[src/rtl/jace_tape_pkg.sv]
// Shared definitions for the Jupiter Ace cassette signal path: player FSM
// states, default half-period lengths (in 6.5 MHz clk cycles, 2 per T-state)
// and the pilot pulse counts for header and data blocks.
package jace_tape_pkg;

    typedef enum logic [2:0] {
        ST_IDLE  = 3'd0,
        ST_PILOT = 3'd1,
        ST_SYNC1 = 3'd2,
        ST_SYNC2 = 3'd3,
        ST_DATA  = 3'd4,
        ST_STALL = 3'd5,
        ST_TAIL  = 3'd6
    } tape_state_e;

    localparam int unsigned HALF_W  = 32'd12;
    localparam int unsigned PULSE_W = 32'd14;

    localparam int unsigned DEF_PILOT_HALF  = 32'd4022;
    localparam int unsigned DEF_SYNC1_HALF  = 32'd1202;
    localparam int unsigned DEF_SYNC2_HALF  = 32'd1582;
    localparam int unsigned DEF_ZERO_HALF   = 32'd1590;
    localparam int unsigned DEF_ONE_HALF    = 32'd3170;
    localparam int unsigned DEF_TAIL_HALF   = 32'd1894;

    localparam int unsigned DEF_HDR_PULSES  = 32'd8192;
    localparam int unsigned DEF_DATA_PULSES = 32'd1024;

    // Half-period length that encodes one data bit.
    function automatic logic [HALF_W-1:0] bit_half_len(
        input logic              bit_val,
        input logic [HALF_W-1:0] one_len,
        input logic [HALF_W-1:0] zero_len
    );
        logic [HALF_W-1:0] len_s;
        if (bit_val) begin
            len_s = one_len;
        end else begin
            len_s = zero_len;
        end
        return len_s;
    endfunction

endpackage

[src/rtl/jace_tape_player_if.sv]
// Byte stream from the tape-image loader into the tape player.
interface jace_tape_player_if;
    logic [7:0] data_in;
    logic       data_last;
    logic       data_valid;
    logic       data_ready;

    modport master (
        output data_in,
        output data_last,
        output data_valid,
        input  data_ready
    );

    modport slave (
        input  data_in,
        input  data_last,
        input  data_valid,
        output data_ready
    );
endinterface

[src/rtl/jace_tape_halfgen.sv]
// Half-period generator: a loadable down-counter with a level register.
// A load sets both the length and the level of the next half; half_done_o
// strobes during the last cycle of a running half so the owner can load
// the following one on the same edge.
module jace_tape_halfgen
    import jace_tape_pkg::*;
(
    input  logic              clk,
    input  logic              reset,
    input  logic              load_i,
    input  logic [HALF_W-1:0] len_i,
    input  logic              level_i,
    input  logic              en_i,
    output logic              level_o,
    output logic              half_done_o
);

    logic [HALF_W-1:0] count_q;
    logic              level_q;

    // Count register and output level; load has priority over counting.
    always_ff @(posedge clk or posedge reset) begin
        if (reset) begin
            count_q <= '0;
            level_q <= 1'b0;
        end else if (load_i) begin
            count_q <= len_i;
            level_q <= level_i;
        end else if (en_i && (count_q != '0)) begin
            count_q <= count_q - HALF_W'(1);
            level_q <= level_q;
        end else begin
            count_q <= count_q;
            level_q <= level_q;
        end
    end

    assign level_o     = level_q;
    assign half_done_o = en_i && (count_q == HALF_W'(1));

endmodule

[src/rtl/jace_tape_player.sv]
// Jupiter Ace tape signal generator: plays one block (pilot, sync, MSB-first
// data bits, tail) on the EAR level from a valid/ready byte stream.
module jace_tape_player
    import jace_tape_pkg::*;
#(
    parameter int unsigned PILOT_HALF  = DEF_PILOT_HALF,
    parameter int unsigned HDR_PULSES  = DEF_HDR_PULSES,
    parameter int unsigned DATA_PULSES = DEF_DATA_PULSES,
    parameter int unsigned SYNC1_HALF  = DEF_SYNC1_HALF,
    parameter int unsigned SYNC2_HALF  = DEF_SYNC2_HALF,
    parameter int unsigned ZERO_HALF   = DEF_ZERO_HALF,
    parameter int unsigned ONE_HALF    = DEF_ONE_HALF,
    parameter int unsigned TAIL_HALF   = DEF_TAIL_HALF
) (
    input  logic               clk,
    input  logic               reset,
    input  logic               start,
    input  logic               is_header,
    input  logic               abort,
    jace_tape_player_if.slave  src,
    output logic               ear,
    output logic               busy,
    output logic               done,
    output logic               underrun
);

    localparam logic [HALF_W-1:0]  L_PILOT = HALF_W'(PILOT_HALF);
    localparam logic [HALF_W-1:0]  L_SYNC1 = HALF_W'(SYNC1_HALF);
    localparam logic [HALF_W-1:0]  L_SYNC2 = HALF_W'(SYNC2_HALF);
    localparam logic [HALF_W-1:0]  L_ZERO  = HALF_W'(ZERO_HALF);
    localparam logic [HALF_W-1:0]  L_ONE   = HALF_W'(ONE_HALF);
    localparam logic [HALF_W-1:0]  L_TAIL  = HALF_W'(TAIL_HALF);
    localparam logic [PULSE_W-1:0] L_HDR   = PULSE_W'(HDR_PULSES);
    localparam logic [PULSE_W-1:0] L_DAT   = PULSE_W'(DATA_PULSES);

    tape_state_e        state_q, state_d;
    logic               busy_q, busy_d;
    logic               done_q, done_d;
    logic               underrun_q, underrun_d;
    logic [PULSE_W-1:0] pulse_q, pulse_d;
    logic [2:0]         bit_q, bit_d;
    logic [7:0]         shift_q, shift_d;
    logic               shift_last_q, shift_last_d;
    logic [7:0]         hold_q, hold_d;
    logic               hold_last_q, hold_last_d;
    logic               hold_full_q, hold_full_d;
    logic               last_seen_q, last_seen_d;

    logic               hg_load_s;
    logic [HALF_W-1:0]  hg_len_s;
    logic               hg_level_s;
    logic               hg_en_s;
    logic               hg_level_o_s;
    logic               hg_done_s;

    logic               ready_s;
    logic               xfer_s;
    logic               avail_s;
    logic [7:0]         next_byte_s;
    logic               next_last_s;
    logic               load_pt_s;

    jace_tape_halfgen u_halfgen (
        .clk         (clk),
        .reset       (reset),
        .load_i      (hg_load_s),
        .len_i       (hg_len_s),
        .level_i     (hg_level_s),
        .en_i        (hg_en_s),
        .level_o     (hg_level_o_s),
        .half_done_o (hg_done_s)
    );

    // No new byte once the last one has been taken, and none during the tail.
    assign ready_s        = !hold_full_q && busy_q && (state_q != ST_TAIL) && !last_seen_q;
    assign src.data_ready = ready_s;
    assign xfer_s         = src.data_valid && ready_s;
    // A byte arriving exactly at a load point bypasses the holding register.
    assign avail_s        = hold_full_q || xfer_s;
    assign next_byte_s    = hold_full_q ? hold_q : src.data_in;
    assign next_last_s    = hold_full_q ? hold_last_q : src.data_last;

    // Next-state logic: block sequencing, byte buffering and half-period loads.
    always_comb begin
        state_d      = state_q;
        busy_d       = busy_q;
        done_d       = 1'b0;
        underrun_d   = underrun_q;
        pulse_d      = pulse_q;
        bit_d        = bit_q;
        shift_d      = shift_q;
        shift_last_d = shift_last_q;
        hold_d       = hold_q;
        hold_last_d  = hold_last_q;
        hold_full_d  = hold_full_q;
        last_seen_d  = last_seen_q;
        hg_load_s    = 1'b0;
        hg_len_s     = '0;
        hg_level_s   = 1'b0;
        hg_en_s      = 1'b0;
        load_pt_s    = 1'b0;

        if (xfer_s) begin
            hold_d      = src.data_in;
            hold_last_d = src.data_last;
            hold_full_d = 1'b1;
            last_seen_d = last_seen_q | src.data_last;
        end else begin
            hold_full_d = hold_full_q;
        end

        case (state_q)
            ST_IDLE: begin
                if (start) begin
                    state_d     = ST_PILOT;
                    busy_d      = 1'b1;
                    underrun_d  = 1'b0;
                    last_seen_d = 1'b0;
                    pulse_d     = is_header ? L_HDR : L_DAT;
                    hg_load_s   = 1'b1;
                    hg_len_s    = L_PILOT;
                    hg_level_s  = 1'b1;
                end else begin
                    state_d = ST_IDLE;
                end
            end
            ST_PILOT: begin
                hg_en_s = 1'b1;
                if (hg_done_s) begin
                    hg_load_s = 1'b1;
                    if (hg_level_o_s) begin
                        hg_len_s   = L_PILOT;
                        hg_level_s = 1'b0;
                    end else if (pulse_q == PULSE_W'(1)) begin
                        state_d    = ST_SYNC1;
                        hg_len_s   = L_SYNC1;
                        hg_level_s = 1'b1;
                    end else begin
                        pulse_d    = pulse_q - PULSE_W'(1);
                        hg_len_s   = L_PILOT;
                        hg_level_s = 1'b1;
                    end
                end else begin
                    hg_load_s = 1'b0;
                end
            end
            ST_SYNC1: begin
                hg_en_s = 1'b1;
                if (hg_done_s) begin
                    state_d    = ST_SYNC2;
                    hg_load_s  = 1'b1;
                    hg_len_s   = L_SYNC2;
                    hg_level_s = 1'b0;
                end else begin
                    hg_load_s = 1'b0;
                end
            end
            ST_SYNC2: begin
                hg_en_s   = 1'b1;
                load_pt_s = hg_done_s;
            end
            ST_DATA: begin
                hg_en_s = 1'b1;
                if (hg_done_s) begin
                    if (hg_level_o_s) begin
                        // Low half of the current bit has the same length.
                        hg_load_s  = 1'b1;
                        hg_len_s   = bit_half_len(shift_q[7], L_ONE, L_ZERO);
                        hg_level_s = 1'b0;
                    end else if (bit_q != 3'd0) begin
                        shift_d    = {shift_q[6:0], 1'b0};
                        bit_d      = bit_q - 3'd1;
                        hg_load_s  = 1'b1;
                        hg_len_s   = bit_half_len(shift_q[6], L_ONE, L_ZERO);
                        hg_level_s = 1'b1;
                    end else if (shift_last_q) begin
                        state_d    = ST_TAIL;
                        hg_load_s  = 1'b1;
                        hg_len_s   = L_TAIL;
                        hg_level_s = 1'b1;
                    end else begin
                        load_pt_s = 1'b1;
                    end
                end else begin
                    hg_load_s = 1'b0;
                end
            end
            ST_STALL: begin
                hg_en_s   = 1'b0;
                load_pt_s = 1'b1;
            end
            ST_TAIL: begin
                hg_en_s = 1'b1;
                if (hg_done_s) begin
                    state_d     = ST_IDLE;
                    busy_d      = 1'b0;
                    done_d      = 1'b1;
                    hold_full_d = 1'b0;
                    last_seen_d = 1'b0;
                    hg_load_s   = 1'b1;
                    hg_len_s    = HALF_W'(1);
                    hg_level_s  = 1'b0;
                end else begin
                    hg_load_s = 1'b0;
                end
            end
            default: begin
                state_d     = ST_IDLE;
                busy_d      = 1'b0;
                hold_full_d = 1'b0;
                hg_load_s   = 1'b1;
                hg_len_s    = HALF_W'(1);
                hg_level_s  = 1'b0;
            end
        endcase

        // Byte boundary: start the next byte's bit 7 or wait for the source.
        if (load_pt_s) begin
            if (avail_s) begin
                state_d      = ST_DATA;
                shift_d      = next_byte_s;
                shift_last_d = next_last_s;
                bit_d        = 3'd7;
                hold_full_d  = 1'b0;
                hg_load_s    = 1'b1;
                hg_len_s     = bit_half_len(next_byte_s[7], L_ONE, L_ZERO);
                hg_level_s   = 1'b1;
            end else begin
                state_d    = ST_STALL;
                underrun_d = 1'b1;
                if (state_q != ST_STALL) begin
                    hg_load_s  = 1'b1;
                    hg_len_s   = HALF_W'(1);
                    hg_level_s = 1'b0;
                end else begin
                    hg_load_s = 1'b0;
                end
            end
        end else begin
            load_pt_s = 1'b0;
        end

        // Abort outranks everything, including a simultaneous start.
        if (abort) begin
            state_d     = ST_IDLE;
            busy_d      = 1'b0;
            done_d      = 1'b0;
            underrun_d  = underrun_q;
            hold_full_d = 1'b0;
            last_seen_d = 1'b0;
            hg_load_s   = 1'b1;
            hg_len_s    = HALF_W'(1);
            hg_level_s  = 1'b0;
            hg_en_s     = 1'b0;
        end else begin
            busy_d = busy_d;
        end
    end

    // State and datapath registers.
    always_ff @(posedge clk or posedge reset) begin
        if (reset) begin
            state_q      <= ST_IDLE;
            busy_q       <= 1'b0;
            done_q       <= 1'b0;
            underrun_q   <= 1'b0;
            pulse_q      <= '0;
            bit_q        <= 3'd0;
            shift_q      <= 8'h00;
            shift_last_q <= 1'b0;
            hold_q       <= 8'h00;
            hold_last_q  <= 1'b0;
            hold_full_q  <= 1'b0;
            last_seen_q  <= 1'b0;
        end else begin
            state_q      <= state_d;
            busy_q       <= busy_d;
            done_q       <= done_d;
            underrun_q   <= underrun_d;
            pulse_q      <= pulse_d;
            bit_q        <= bit_d;
            shift_q      <= shift_d;
            shift_last_q <= shift_last_d;
            hold_q       <= hold_d;
            hold_last_q  <= hold_last_d;
            hold_full_q  <= hold_full_d;
            last_seen_q  <= last_seen_d;
        end
    end

    assign ear      = hg_level_o_s;
    assign busy     = busy_q;
    assign done     = done_q;
    assign underrun = underrun_q;

endmodule
[src/flat_wrapper.sv]
// flat-port wrapper written by rule: the top's interface ports become plain ports
module jace_tape_player_flat import jace_tape_pkg::*;
#(
    parameter int unsigned PILOT_HALF  = DEF_PILOT_HALF,
    parameter int unsigned HDR_PULSES  = DEF_HDR_PULSES,
    parameter int unsigned DATA_PULSES = DEF_DATA_PULSES,
    parameter int unsigned SYNC1_HALF  = DEF_SYNC1_HALF,
    parameter int unsigned SYNC2_HALF  = DEF_SYNC2_HALF,
    parameter int unsigned ZERO_HALF   = DEF_ZERO_HALF,
    parameter int unsigned ONE_HALF    = DEF_ONE_HALF,
    parameter int unsigned TAIL_HALF   = DEF_TAIL_HALF
)
  (clk, reset, start, is_header, abort, ear, busy, done, underrun, src_data_in, src_data_last, src_data_valid, src_data_ready);
  jace_tape_player_if src_i ();
  input  logic clk;
  input  logic reset;
  input  logic start;
  input  logic is_header;
  input  logic abort;
  output logic ear;
  output logic busy;
  output logic done;
  output logic underrun;
  input wire logic [$bits(src_i.data_in)-1:0] src_data_in;
  input wire logic [$bits(src_i.data_last)-1:0] src_data_last;
  input wire logic [$bits(src_i.data_valid)-1:0] src_data_valid;
  output wire logic [$bits(src_i.data_ready)-1:0] src_data_ready;
  assign src_i.data_in = src_data_in;
  assign src_i.data_last = src_data_last;
  assign src_i.data_valid = src_data_valid;
  assign src_data_ready = src_i.data_ready;
  jace_tape_player #(.PILOT_HALF(PILOT_HALF), .HDR_PULSES(HDR_PULSES), .DATA_PULSES(DATA_PULSES), .SYNC1_HALF(SYNC1_HALF), .SYNC2_HALF(SYNC2_HALF), .ZERO_HALF(ZERO_HALF), .ONE_HALF(ONE_HALF), .TAIL_HALF(TAIL_HALF)) u_core (.clk(clk), .reset(reset), .start(start), .is_header(is_header), .abort(abort), .src(src_i), .ear(ear), .busy(busy), .done(done), .underrun(underrun));
endmodule
[config.mk]
export PLATFORM = sky130hd
export DESIGN_NAME = jace_tape_player_flat
export DESIGN_NICKNAME = d
export VERILOG_FILES = /design/src/rtl/jace_tape_pkg.sv /design/src/rtl/jace_tape_player_if.sv /design/src/rtl/jace_tape_halfgen.sv /design/src/rtl/jace_tape_player.sv /design/src/flat_wrapper.sv
export SDC_FILE = /design/constraint.sdc
export NUM_CORES = 1
export LEC_CHECK = 0
export CAP_MARGIN = 0
export CORE_AREA = 2 2 96 70
export CTS_BUF_LIST = sky130_fd_sc_hd__clkbuf_16
export DETAILED_ROUTE_END_ITERATION = 10
export DIE_AREA = 0 0 98 72
export GPL_ROUTABILITY_DRIVEN = 1
export PLACE_DENSITY_LB_ADDON = 0.2
export SLEW_MARGIN = 20
export SYNTH_ARGS = -nofsm -noshare
export SYNTH_HDL_FRONTEND = slang
export SYNTH_SLANG_ARGS = --single-unit
[constraint.sdc]
create_clock -name clk -period 2.9 [get_ports clk]
set_input_delay 0.58 -clock clk [delete_from_list [all_inputs] [get_ports clk]]
set_output_delay 0.58 -clock clk [all_outputs]
set_load 0.02 [all_outputs]
==> results of run 1 <==
cell families (layout without fill, tap and decap cells):
| logic type | after synthesis | in the layout | synth area share [%] |
|---|---|---|---|
| adder cells (fa/ha/maj) | 7 | 7 | 2.58 |
| buffers and inverters | 35 | 72 | 4.23 |
| AO/OA/AOI/OAI | 100 | 100 | 20.7 |
| AND/OR/NAND/NOR | 154 | 154 | 24.8 |
| flip-flops | 56 | 56 | 41.2 |
| XOR/XNOR | 15 | 15 | 3.86 |
| multiplexers | 9 | 9 | 2.65 |
worst max path at each step:
| stage | startpoint | endpoint | slack, ns | cells past startpoint |
|---|---|---|---|---|
| 4_1_cts | u_core.u_halfgen.count_q[2] | u_core.shift_q[3] | 0.00003 | 7 |
| 5_1_grt | u_core.u_halfgen.count_q[2] | u_core.pulse_q[12] | 0.02 | 7 |
| 3_5_place_dp | abort | u_core.pulse_q[12] | -0.06 | 8 |
| 3_3_place_gp | abort | u_core.pulse_q[12] | 0.02 | 8 |
| 6_report | u_core.u_halfgen.count_q[2] | u_core.pulse_q[12] | 0.13 | 7 |
| 2_1_floorplan | u_core.u_halfgen.count_q[2] | u_core.u_halfgen.count_q[3] | 0.33 | 9 |
where the power goes:
group / leakage (uW) / switching [uW] / internal [uW]
sequential: 0.000723 / 261 / 1030
combinational: 0.000934 / 922 / 708
clock: 0.0000719 / 310 / 329
total: 0.00173 / 1490 / 2070
placed cells by master (no fill, tap or decap), drive strengths merged, types with 11 or more instances in the layout:
cell and n:
clkdlybuf4s50 19, o21ai 23, nand3 12, inv 16, nor3 16, dfrtp 56, buf 30, nand2 44
nor2 30, nor4 11, a21oi 21
metrics by stage:
stage          worst slack (ns)  setup TNS [ns]
3_3_place_gp             0.0195               0
3_5_place_dp            -0.0628          -0.121
2_1_floorplan             0.333               0
4_1_cts               0.0000320               0
6_report                  0.126               0
5_1_grt                  0.0196               0
tightest hold or removal path, stage by stage (launching register included):
cell     delay [ns]
dfrtp_1        0.35
nand2_1        0.05
nand2_1        0.06
metal layers:
metal  vias to the layer above  part of all wire, %  GRT usage (%)  wire [um]
met2                       104                   40           36.7       3530
met3                        19                  6.8           6.26        590
met4                         0                  1.9           7.87        170
met5                         -                    0              0          0
met1                      1448                   51           40.7       4450
li1                       1452                    -              -          -
repair_timing:
action | 4_1_cts | 5_1_grt
buffers inserted | 0 | 0
resized for setup | 0 | 3
endpoints found under the setup margin | 0 | 9
endpoints found under the hold margin | 0 | 0
cell type report:
| cell class | count | area (um2) | area share [%] |
|---|---|---|---|
| Timing Repair Buffer | 49 | 428 | 10.7 |
| Clock inverter | 3 | 27.5 | 0.687 |
| Tap cell | 78 | 97.6 | 2.43 |
| Inverter | 15 | 56.3 | 1.40 |
| Multi-Input combinational cell | 285 | 1870 | 46.7 |
| Sequential cell | 56 | 1400 | 35.0 |
| Clock buffer | 5 | 125 | 3.12 |
flip-flops by register name (all words and copies together), names as in the netlist:
| name | flops |
|---|---|
| u_core.bit_q | 3 |
| u_core.busy | 1 |
| u_core.hold_last_q | 1 |
| u_core.underrun | 1 |
| u_core.u_halfgen.count_q | 12 |
| u_core.shift_q | 8 |
| u_core.shift_last_q | 1 |
| u_core.done | 1 |
| u_core.u_halfgen.level_o | 1 |
| u_core.pulse_q | 14 |
| u_core.last_seen_q | 1 |
| u_core.state_q | 3 |
| u_core.hold_q | 8 |
| u_core.hold_full_q | 1 |
==> results.json, run 1 <==
{
  "tightest_slew_ns": 0.603,
  "netlist.area_leader.share_pct": 41.2,
  "postCtsHoldBufs": 0,
  "area_growth_syn_to_layout_pct": 17.9,
  "worstReg2RegEnd": "u_core.pulse_q[12]",
  "crit_family": "simple AND/OR/NAND/NOR gates",
  "initial_core_util_pct": 55.8,
  "dieHeight_um": 72,
  "cts_tree": "yes",
  "yosysMostFrequentCell": "dfrtp_1",
  "clkSinkCount": 56,
  "ant_nets": 0,
  "r2r_setup_slack_ns": 0.13,
  "power.total_uw": 3560,
  "route.detailed.drc": 0,
  "clockBufferDepth": 2,
  "h-tree-depth": 2,
  "drt-pass1-iter-count": 4,
  "synth-seq-cells": 56,
  "path_cells": "or4_4 -> nor3_4 -> nand3_4 -> or4_1 -> nor4_2 -> xnor2_1 -> nor2_1",
  "synth_cells": 376,
  "cp.buffers_inverters": 0,
  "path_clk_slew_ns": 0.08,
  "setup_violations": 0,
  "vdd_ir_drop_max_mv": 0.467,
  "cap_viol_max_count": 0,
  "finalHoldViolations": 0,
  "synth_common_cells": "dfrtp_1 (56), nand2_1 (44), nor2_1 (30)",
  "endpoint_kind": "flip-flop",
  "timing.rr.start": "u_core.u_halfgen.count_q[2]",
  "fin_util_pct": 65.8,
  "fin_crit_ns": 2.77,
  "relSlewSlack_pct": 59.7,
  "crit_type": "flip-flop to flip-flop",
  "overflow": 0,
  "worst_hold_path.endpoint": "u_core.hold_q[5]",
  "antenna_found_initial": 0,
  "synth-edff-count": 0,
  "grt_max_degree": 30,
  "p_leak_uw": 0.00173,
  "reg2regPathDepth": 7,
  "die_w_um": 98,
  "place_hpwl_mm": 6.69,
  "clkLatencyLatePin_ns": 0.30,
  "routed_wl_mm": 8.74,
  "synthTopCellsByArea": "dfrtp_1 (41%), nand2_1 (4.9%), nor2_1 (3.3%)",
  "crit_path_start_kind": "flip-flop",
  "vias": 3023,
  "final-instance-count-excl-fill": 491,
  "first_global_vias": 2965,
  "ios": 20,
  "skew_ns": 0.00989,
  "fmax_ghz": 0.360,
  "synth.cell_area_mm2": 0.00340,
  "syn_area_per_cell_um2": 9.04,
  "post_drt_wl_per_cell_um": 17.8,
  "gp_congestion": 0.986,
  "track_usage_pct": 26.3,
  "holdCritPathClass": "flip-flop to flip-flop",
  "synth-seq-area-share_pct": 41.2,
  "syn-num-nets": 398,
  "cp_max_fo": 9,
  "ys_warn_count": 0,
  "report.final.slew_viol_count": 0,
  "place_inst": 483,
  "synth_cell_types": 60,
  "hp-start": "u_core.hold_q[5]",
  "async_flop_share_pct": 100,
  "fin_hold_ws_ns": 0.489,
  "synthFlopType": "dfrtp_1",
  "rsz0062_at_grt": "false",
  "post-route-cell-area_mm2": 0.00401,
  "drive_gt1_share_pct": 15.0,
  "num_rows": 24,
  "nets": 434,
  "fin_crit_sh_pct": 95.7,
  "core_mm2": 0.00610,
  "crit_slowest_cell": "or4_1",
  "hold_path_depth": 2,
  "slowest_delay_ns": 0.73,
  "power_density_mw_per_mm2": 889,
  "numCtsBuffers": 5,
  "grt_pass1_wl_mm": 14.8,
  "place_area_mm2": 0.00384,
  "dieArea_mm2": 0.00706,
  "required_ns": 3.09,
  "drt_iter0_drc": 229,
  "io_buffers": 19,
  "synth_area_leader_cell": "dfrtp_1",
  "viasPerCell": 6.16,
  "nFillCells": 500,
  "diodes": 0,
  "ctsRootBufferMaster": "clkbuf_16",
  "outcome": "finished clean",
  "worstPathArrival_ns": 2.96
}
No activity file was read; power rests on OpenSTA's default activity.
==> run 2: changes to the inputs <==
--- a/config.mk
+++ b/config.mk
@@ -6,11 +6,11 @@
 export NUM_CORES = 1
 export LEC_CHECK = 0
 export CAP_MARGIN = 0
-export CORE_AREA = 2 2 96 70
+export CORE_AREA = 2 2 81 83
 export CTS_BUF_LIST = sky130_fd_sc_hd__clkbuf_16
 export DETAILED_ROUTE_END_ITERATION = 10
-export DIE_AREA = 0 0 98 72
-export GPL_ROUTABILITY_DRIVEN = 1
+export DIE_AREA = 0 0 83 85
+export GPL_ROUTABILITY_DRIVEN = 0
 export PLACE_DENSITY_LB_ADDON = 0.2
 export SLEW_MARGIN = 20
 export SYNTH_ARGS = -nofsm -noshare
==> run 2 against run 1 <==
  * Critical path depth increased by 1
  * Sequential share of layout area increased by 0.40 points
  * Via count decreased by 1.1%
==> results.json, run 2 (synthesized netlist as in run 1, its figures left out) <==
{
  "outcome": "finished clean",
  "viasPerCell": 6.17,
  "cts_tree": "yes",
  "track_usage_pct": 24.0,
  "pre_cts_ws_ns": 0.0455,
  "finalHoldViolations": 0,
  "cp_max_fo": 10,
  "first_global_vias": 2923,
  "dieHeight_um": 85,
  "tightest_slew_ns": 0.616,
  "final_cell_mix": "dfrtp_1 (55), nand2_1 (44), nor2_1 (28)",
  "drt_iter0_drc": 273,
  "grt_pass1_wl_mm": 13.8,
  "path_cells": "or4_4 -> or3_4 -> o31ai_2 -> nor2_1 -> o211ai_1 -> buf_4 -> a31oi_1 -> o22a_1",
  "crit_type": "flip-flop to flip-flop",
  "worst_slack_ns": 0.152,
  "grt_max_degree": 31,
  "clkLatencyLatePin_ns": 0.29,
  "io_buffers": 19,
  "slowest_delay_ns": 0.60,
  "vdd_ir_drop_max_mv": 0.523,
  "num_rows": 29,
  "reg.largest.list": "u_core.pulse_q x14, u_core.u_halfgen.count_q x12",
  "cts_setup_buffers": 0,
  "diodes": 0,
  "cap_viol_max_count": 0,
  "drt-pass1-iter-count": 5,
  "path_clk_slew_ns": 0.07,
  "final_common_cell": "dfrtp_1",
  "area_growth_syn_to_layout_pct": 16.7,
  "largest_reg_flops": 14,
  "required_ns": 3.08,
  "worstPathArrival_ns": 2.93,
  "h-tree-depth": 2,
  "initial_core_util_pct": 54.8,
  "holdCritPathClass": "flip-flop to flip-flop",
  "fin_crit_sh_pct": 94.8,
  "place_hpwl_mm": 6.01,
  "crit_path_start_kind": "flip-flop",
  "endpoint_kind": "flip-flop",
  "finalSetupTns_ns": 0,
  "power.total_uw": 3490,
  "overflow": 0,
  "clkSinkCount": 56,
  "crit_slowest_cell": "or4_4",
  "core_mm2": 0.00620,
  "numCtsBuffers": 5,
  "fmax_ghz": 0.364,
  "route.detailed.drc": 0,
  "setup_violations": 0,
  "drive_gt1_share_pct": 14.5,
  "fin_hold_ws_ns": 0.479,
  "report.final.slew_viol_count": 0,
  "die_w_um": 83,
  "skew_ns": 0.00720,
  "nFillCells": 498,
  "ant_nets": 0,
  "ctsRootBufferMaster": "clkbuf_16",
  "power_density_mw_per_mm2": 879,
  "ios": 20,
  "p_leak_uw": 0.00169,
  "nets": 429,
  "post_drt_wl_per_cell_um": 16.5,
  "top_register": "u_core.pulse_q",
  "vias": 2991,
  "rsz0062_at_grt": "false",
  "fin_crit_ns": 2.75,
  "relSlewSlack_pct": 58.8,
  "dieArea_mm2": 0.00706,
  "antenna_found_initial": 0,
  "routed_wl_mm": 8.02,
  "clockBufferDepth": 2
}
## run 2: cell types whose count changed in the layout (fill, tap and decap cells not counted), sizes merged
cell,previous run,this run
clkinvlp,1,0
buf,30,25
clkinv,1,2
## run 2: final timing paths
kind	slack [ns]	depth (start not counted)	start	endpoint
max	0.15	8	u_core.u_halfgen.count_q[2]	u_core.u_halfgen.count_q[3]
min	0.48	2	u_core.hold_last_q	u_core.hold_last_q
max reg2reg	0.15	8	u_core.u_halfgen.count_q[2]	u_core.u_halfgen.count_q[3]
min in group asynchronous	0.68	2	reset	u_core.pulse_q[4]
min reg2reg	0.48	2	u_core.hold_last_q	u_core.hold_last_q
max in group asynchronous	1.64	3	reset	u_core.u_halfgen.count_q[3]
## run 2: repair_timing
item,in CTS,in global routing
hold buffers,0,0
setup endpoints to repair,0,13
resized for setup,0,5
## run 2: worst max-delay path: cells and delay by family (launching register included)
| family | cells | cell delay [ns] |
|---|---|---|
| AND/OR/NAND/NOR | 3 | 1.14 |
| buffers and inverters | 1 | 0.22 |
| flip-flops | 1 | 0.43 |
| AO/OA/AOI/OAI | 4 | 0.85 |
## run 2: where the power goes
group | total, uW | switching [uW] | leakage [uW] | internal (uW)
clock network | 607 | 283 | 0.0000742 | 324
logic | 1580 | 889 | 0.000898 | 687
registers | 1300 | 269 | 0.000721 | 1030
total | 3490 | 1440 | 0.00169 | 2040
## run 2: layout make-up
cell class              count  area [um2]  share of cell area [%]
clock buffers               5         125                    3.15
clock inverters             3        22.5                   0.568
inverters                  15        56.3                    1.42
multi-input cells         285        1870                    47.2
flip-flops and latches     56        1400                    35.4
well taps                  77        96.3                    2.43
repair buffers             44         390                    9.84
## run 2: stage by stage
stage / util [%] / area, um2 / instances
final: 63.9 / 3970 / 485
after global routing: 63.9 / 3970 / 485
after CTS: 63.6 / 3950 / 485
after detailed placement: 61.2 / 3800 / 477
after global placement: 61.2 / 3800 / 477
after floorplan: - / 3400 / 376
## run 2: metal layers
metal,wire length (um),track usage [%]
met2,3750,38.7
met4,236,9.69
met5,0,0
met3,342,3.89
met1,3700,32.6
